[config.mk]
export PLATFORM = sky130hd
export DESIGN_NAME = memory_stage_flat
export DESIGN_NICKNAME = d
export VERILOG_FILES = /design/src/rtl/memory_stage_pkg.sv /design/src/rtl/memory_stage_if.sv /design/src/rtl/memory_stage_mem_req_fsm.sv /design/src/rtl/singleRegister.sv /design/src/rtl/memory_stage.sv /design/src/flat_wrapper.sv
export SDC_FILE = /design/constraint.sdc
export NUM_CORES = 1
export LEC_CHECK = 0
export BUFFER_PORTS_ARGS = -buffer_cell sky130_fd_sc_hd__buf_2
export CAP_MARGIN = 20
export CORE_MARGIN = 2
export CORE_UTILIZATION = 35
export CTS_CLUSTER_DIAMETER = 40
export CTS_CLUSTER_SIZE = 24
export DETAILED_ROUTE_END_ITERATION = 10
export GPL_TIMING_DRIVEN = 1
export HOLD_SLACK_MARGIN = 0.12
export SLEW_MARGIN = 10
export SYNTH_ARGS = -nofsm -noshare
export SYNTH_HDL_FRONTEND = slang
export SYNTH_SLANG_ARGS = --single-unit
[constraint.sdc]
create_clock -name clock -period 7 [get_ports clock]
set_input_delay 0.35 -clock clock [delete_from_list [all_inputs] [get_ports clock]]
set_output_delay 0.35 -clock clock [all_outputs]
set_load 0.005 [all_outputs]
[src/rtl/memory_stage_pkg.sv]
// Shared definitions for the memory stage.
// Contents: instruction opcode constants, the $rstatus exception instruction,
// status codes written to $rstatus, and the request FSM state encoding.
package memory_stage_pkg;

  localparam logic [4:0] OP_RTYPE = 5'b00000;
  localparam logic [4:0] OP_ADDI  = 5'b00101;
  localparam logic [4:0] OP_SW    = 5'b00111;
  localparam logic [4:0] OP_LW    = 5'b01000;

  // addi $r30 -- writes a status code into $rstatus
  localparam logic [31:0] RSTATUS_INSN = 32'h2F80_0000;

  // Status codes 1-5 come from the ALU; 6 is raised here
  localparam logic [31:0] STATUS_ADD_OVF    = 32'd1;
  localparam logic [31:0] STATUS_SUB_OVF    = 32'd2;
  localparam logic [31:0] STATUS_MUL_OVF    = 32'd3;
  localparam logic [31:0] STATUS_DIV_ZERO   = 32'd4;
  localparam logic [31:0] STATUS_BAD_INSN   = 32'd5;
  localparam logic [31:0] STATUS_MEMTIMEOUT = 32'd6;

  typedef enum logic {
    IDLE = 1'b0,
    WAIT = 1'b1
  } mem_state_e;

  function automatic logic [4:0] opcode_of(input logic [31:0] insn);
    return insn[31:27];
  endfunction

endpackage

[src/rtl/memory_stage_if.sv]
// Data-memory request/acknowledge bus.
// master (memory stage): req, we, addr, wdata out; ack, rdata in.
// slave  (memory):       the reverse.
// ack completes the request in the same cycle and rdata is valid with it.
interface memory_stage_if #(
  parameter int ADDR_W = 12
);
  logic              req;
  logic              we;
  logic [ADDR_W-1:0] addr;
  logic [31:0]       wdata;
  logic              ack;
  logic [31:0]       rdata;

  modport master (output req, we, addr, wdata, input ack, rdata);
  modport slave  (input req, we, addr, wdata, output ack, rdata);
endinterface

[src/rtl/memory_stage_mem_req_fsm.sv]
// Memory request sequencer with watchdog.
// Ports: clock, reset (async, active-low), is_mem (stage holds lw/sw),
// ack (memory done), stall (hold upstream), req (memory request),
// timeout (watchdog expired in WAIT this cycle).
module mem_req_fsm
  import memory_stage_pkg::*;
#(
  parameter int TIMEOUT = 15,
  parameter int CNT_W   = 4
) (
  input  logic clock,
  input  logic reset,
  input  logic is_mem,
  input  logic ack,
  output logic stall,
  output logic req,
  output logic timeout
);

  mem_state_e       state_q, state_d;
  logic [CNT_W-1:0] cnt_q, cnt_d;

  always_ff @(posedge clock or negedge reset) begin
    if (!reset) begin
      state_q <= IDLE;
      cnt_q   <= '0;
    end else begin
      state_q <= state_d;
      cnt_q   <= cnt_d;
    end
  end

  always_comb begin
    state_d = state_q;
    cnt_d   = cnt_q;
    stall   = 1'b0;
    req     = 1'b0;
    timeout = 1'b0;
    case (state_q)
      IDLE: begin
        // ack is deliberately not looked at here: the request only
        // becomes visible to memory this cycle.
        cnt_d = '0;
        if (is_mem) begin
          req     = 1'b1;
          stall   = 1'b1;
          state_d = WAIT;
        end
      end
      WAIT: begin
        cnt_d   = cnt_q + 1'b1;
        timeout = (cnt_q == CNT_W'(TIMEOUT));
        // A coincident ack still completes the access normally.
        req     = ack | ~timeout;
        stall   = ~ack & ~timeout;
        if (ack || timeout) begin
          state_d = IDLE;
        end
      end
      default: state_d = IDLE;
    endcase
  end

endmodule

[src/rtl/singleRegister.sv]
// Generic enabled register with asynchronous active-high clear.
// Ports: clock, clear (async, high), enable (load when 1), d in, q out.
module singleRegister #(
  parameter int WIDTH = 32
) (
  input  logic             clock,
  input  logic             clear,
  input  logic             enable,
  input  logic [WIDTH-1:0] d,
  output logic [WIDTH-1:0] q
);

  always_ff @(posedge clock or posedge clear) begin
    if (clear) begin
      q <= '0;
    end else if (enable) begin
      q <= d;
    end
  end

endmodule

[src/rtl/memory_stage.sv]
// Memory pipeline stage: lw/sw through a req/ack data-memory bus.
// Ports: clock, reset (async, active-low); insnIn/aluIn/storeIn from execute;
// stall to upstream; dmem (master side of the memory bus);
// insnOut/dataOut registered toward writeback (dataOut is also forwarded).
module memory_stage
  import memory_stage_pkg::*;
#(
  parameter int ADDR_W  = 12,
  parameter int TIMEOUT = 15,
  parameter int CNT_W   = 4
) (
  input  logic                 clock,
  input  logic                 reset,
  input  logic [31:0]          insnIn,
  input  logic [31:0]          aluIn,
  input  logic [31:0]          storeIn,
  output logic                 stall,
  memory_stage_if.master       dmem,
  output logic [31:0]          insnOut,
  output logic [31:0]          dataOut
);

  logic        clear;
  logic [31:0] insn_q, alu_q, st_q;
  logic [31:0] insn_out_d, data_out_d;
  logic        is_lw, is_sw, is_mem;
  logic        req, timeout, abort;

  assign clear = ~reset;

  singleRegister #(.WIDTH(96)) u_stage_reg (
    .clock  (clock),
    .clear  (clear),
    .enable (~stall),
    .d      ({insnIn, aluIn, storeIn}),
    .q      ({insn_q, alu_q, st_q})
  );

  always_comb begin
    is_lw  = (opcode_of(insn_q) == OP_LW);
    is_sw  = (opcode_of(insn_q) == OP_SW);
    is_mem = (is_lw | is_sw) & (insn_q != 32'd0);
  end

  mem_req_fsm #(.TIMEOUT(TIMEOUT), .CNT_W(CNT_W)) u_fsm (
    .clock   (clock),
    .reset   (reset),
    .is_mem  (is_mem),
    .ack     (dmem.ack),
    .stall   (stall),
    .req     (req),
    .timeout (timeout)
  );

  assign dmem.req   = req;
  assign dmem.we    = is_sw & req;
  assign dmem.addr  = alu_q[ADDR_W-1:0];
  assign dmem.wdata = st_q;

  assign abort = timeout & ~dmem.ack;

  always_comb begin
    insn_out_d = 32'd0;
    data_out_d = 32'd0;
    if (abort) begin
      // Abandoned access is replaced by the $rstatus exception write.
      insn_out_d = RSTATUS_INSN;
      data_out_d = STATUS_MEMTIMEOUT;
    end else if (!stall) begin
      insn_out_d = insn_q;
      // Writes to $r0 carry no data; sw has no writeback value.
      if (insn_q[26:22] != 5'd0) begin
        if (is_lw) begin
          data_out_d = dmem.rdata;
        end else if (!is_sw) begin
          data_out_d = alu_q;
        end
      end
    end
  end

  singleRegister #(.WIDTH(64)) u_out_reg (
    .clock  (clock),
    .clear  (clear),
    .enable (1'b1),
    .d      ({insn_out_d, data_out_d}),
    .q      ({insnOut, dataOut})
  );

endmodule

[src/flat_wrapper.sv]
// flat-port wrapper written by rule: the top's interface ports become plain ports
module memory_stage_flat import memory_stage_pkg::*;
#(
  parameter int ADDR_W  = 12,
  parameter int TIMEOUT = 15,
  parameter int CNT_W   = 4
)
  (clock, reset, insnIn, aluIn, storeIn, stall, insnOut, dataOut, dmem_req, dmem_we, dmem_addr, dmem_wdata, dmem_ack, dmem_rdata);
  memory_stage_if #(.ADDR_W(ADDR_W)) dmem_i ();
  input  logic clock;
  input  logic reset;
  input  logic [31:0] insnIn;
  input  logic [31:0] aluIn;
  input  logic [31:0] storeIn;
  output logic stall;
  output logic [31:0] insnOut;
  output logic [31:0] dataOut;
  output wire logic [$bits(dmem_i.req)-1:0] dmem_req;
  output wire logic [$bits(dmem_i.we)-1:0] dmem_we;
  output wire logic [$bits(dmem_i.addr)-1:0] dmem_addr;
  output wire logic [$bits(dmem_i.wdata)-1:0] dmem_wdata;
  input wire logic [$bits(dmem_i.ack)-1:0] dmem_ack;
  input wire logic [$bits(dmem_i.rdata)-1:0] dmem_rdata;
  assign dmem_req = dmem_i.req;
  assign dmem_we = dmem_i.we;
  assign dmem_addr = dmem_i.addr;
  assign dmem_wdata = dmem_i.wdata;
  assign dmem_i.ack = dmem_ack;
  assign dmem_i.rdata = dmem_rdata;
  memory_stage #(.ADDR_W(ADDR_W), .TIMEOUT(TIMEOUT), .CNT_W(CNT_W)) u_core (.clock(clock), .reset(reset), .insnIn(insnIn), .aluIn(aluIn), .storeIn(storeIn), .stall(stall), .dmem(dmem_i), .insnOut(insnOut), .dataOut(dataOut));
endmodule
==> impl_metrics.json <==
{
  "die_w_um": 140,
  "crit_type": "flip-flop to output pin",
  "antenna_found_initial": 4,
  "hpwl_um": 10500,
  "rsz0062_at_grt": "false",
  "routed_via_density": 4.57,
  "vdd_drop_max_mv": 0.180,
  "finalSetupTns_ns": 0,
  "start_util": 0.358,
  "yosysMostFrequentCell": "dfrtp_1",
  "htreeDepth": 4,
  "drc": 0,
  "drt-total-wl_um": 14900,
  "core_um2": 18000,
  "grt_pass1_wl_um": 24100,
  "wl_per_cell_um": 16.7,
  "overflow": 0,
  "synth_common_cells": "dfrtp_1, mux2_4, nor2_1, a22oi_1, mux2_2",
  "netlist.area_leader.share": 0.639,
  "fin_skew_ns": 0.00926,
  "hold_viol_final": 0,
  "worst_pin_slew_ns": 0.990,
  "clock-sinks": 165,
  "nNetsFinal": 781,
  "drive_above_1_share": 0.570,
  "grt_usage": 0.157,
  "clk_latency_ns": 0.41,
  "muxShareOfSynthArea": 0.205,
  "io_buffers": 241,
  "cts-root-buf": "clkbuf_16",
  "initialDrtViolationCount": 126,
  "cp-start-kind": "flip-flop",
  "postPlaceCellArea_um2": 7750,
  "yosysTopAreaCell": "dfrtp_1",
  "synth_async_sr_flop_share": 1.00,
  "synth_top_family_by_area": "multiplexers",
  "syn_nets": 550,
  "dieArea_um2": 19600,
  "period_share": 0.433,
  "synth-xor-area-share": 0.00271,
  "ys_ff_latch": 165,
  "postSynthAreaPerCell_um2": 15.4,
  "ys_seq_area_frac": 0.639,
  "clkTransAtPathRegs_ns": 0.06,
  "postSynthCellCount": 418,
  "io_pins": 242,
  "syn-cell-area_um2": 6460,
  "drv_cap": 0,
  "critical_path_arrival_ns": 2.68,
  "p_leak_uw": 0.00429,
  "num_vias": 4073,
  "die_h_um": 140,
  "worstHoldPathType": "input pin to flip-flop",
  "synth_cell_types": 29,
  "first_global_vias": 4519,
  "synth_compound_area_frac": 0.0525,
  "tritoncts": "built",
  "clk_path_buf_depth": 2,
  "cp_data_required_time_ns": 6.65,
  "synthTopCellsByArea": "dfrtp_1, mux2_4, mux2_2",
  "drt_pre_antenna_iters": 4,
  "cp_max_fo": 36,
  "areaGrowthSynthToFinish_pct": 29.7,
  "endpoint_kind": "output pin",
  "numCtsBuffers": 17,
  "core.rowCount": 49,
  "routabilityCongestion": 0.729,
  "clock.fmax_mhz": 330,
  "setup_violations": 0,
  "antenna_left": 0,
  "relSlewSlack": 0.340,
  "synth_fa_ha_area_frac": 0.00194,
  "synthFlopType": "dfrtp_1",
  "drv_slew": 0,
  "synth-simple-area-share": 0.0562,
  "synth-edff-count": 0,
  "p_per_area_nw_per_um2": 310,
  "yosys_warnings": 0,
  "grt_start_max_net_pins": 109,
  "finalCriticalPeriod_ns": 3.03,
  "status": "completed",
  "final_area_um2": 8380,
  "cts_setup_buffers": 0
}
==> critical path, cell delays in order, from the launching register on <==
cell	delay, ns
dfrtp_1	0.42
or4b_4	0.58
a21o_1	0.17
buf_4	0.26
o22a_4	0.39
clkinv_4	0.26
buf_2	0.18
==> metal layers <==
layer	global-route usage	up-vias	routed length (µm)
li1	-	1895	-
met2	0.252	163	7130
met4	0.0779	4	355
met3	0.0489	25	1080
met1	0.193	1986	6280
met5	0	-	27
==> cell type report <==
| cell class | count | area, µm² |
|---|---|---|
| Fill cell | 1646 | 9650 |
| Tap cell | 229 | 287 |
| Antenna cell | 2 | 5.00 |
| Inverter | 2 | 12.5 |
| Multi-Input combinational cell | 216 | 2070 |
| Timing Repair Buffer | 247 | 1260 |
| Clock buffer | 20 | 467 |
| Sequential cell | 165 | 4130 |
| Clock inverter | 11 | 148 |
==> cell families after synthesis <==
| kind of cell | Yosys count |
|---|---|
| fa+ha+maj | 1 |
| buf+inv | 37 |
| flops | 165 |
| mux | 96 |
| compound gates | 46 |
| simple gates | 71 |
| xor+xnor | 2 |
==> flip-flops by register name, summed over array words and instances, names as in the netlist <==
signal	cells
u_core.u_fsm.state_q	1
u_core.u_stage_reg.q	96
u_core.u_out_reg.q	64
u_core.u_fsm.cnt_q	4
==> worst paths after layout <==
check | start | end | slack [ns] | cells past startpoint
min in group asynchronous | reset | u_core.u_stage_reg.q[49] | 0.61 | 2
min | storeIn[31] | u_core.u_stage_reg.q[31] | 0.15 | 2
max reg2reg | u_core.u_stage_reg.q[94] | u_core.u_stage_reg.q[69] | 4.13 | 6
max in group asynchronous | reset | u_core.u_out_reg.q[12] | 5.02 | 3
max | u_core.u_stage_reg.q[93] | stall | 3.97 | 6
min reg2reg | u_core.u_stage_reg.q[76] | u_core.u_out_reg.q[44] | 0.48 | 1
==> report_power, final <==
group | switching [µW] | internal, µW
clock network | 370 | 590
registers | 68.2 | 1100
logic | 203 | 262
total | 641 | 1950
==> cell usage in the layout (no fill, tap or decap), types with 2 or more instances in the layout <==
master	netlist	routed
clkbuf_8	0	3
nor2_1	35	35
a22oi_1	32	32
and2_1	27	27
diode_2	0	2
a21o_1	7	7
buf_4	13	5
inv_6	0	2
nand3_1	2	2
mux2_4	64	64
clkinv_2	0	3
o22ai_1	2	2
mux2_2	31	31
bufinv_16	0	3
clkinv_4	1	3
clkbuf_16	0	17
dfrtp_1	165	165
buf_2	0	240
==> repair_timing <==
action | 4_1_cts | 5_1_grt
gates resized for setup | 0 | 0
endpoints found under the hold margin | 70 | 0
hold buffers | 1 | 0
==> stage by stage <==
step	std cells	hold slack (ns)	worst slack, ns	util	total power (µW)
CTS	890	0.128	3.94	0.465	2640
global route	892	0.136	3.84	0.465	2730
global placement	858	0.441	4.22	0.430	1650
detailed placement	858	0.468	4.13	0.430	1660
finish	892	0.148	3.97	0.465	2600
floorplan	418	0.0544	4.78	-	1460
(Power assumes the default switching activity.)
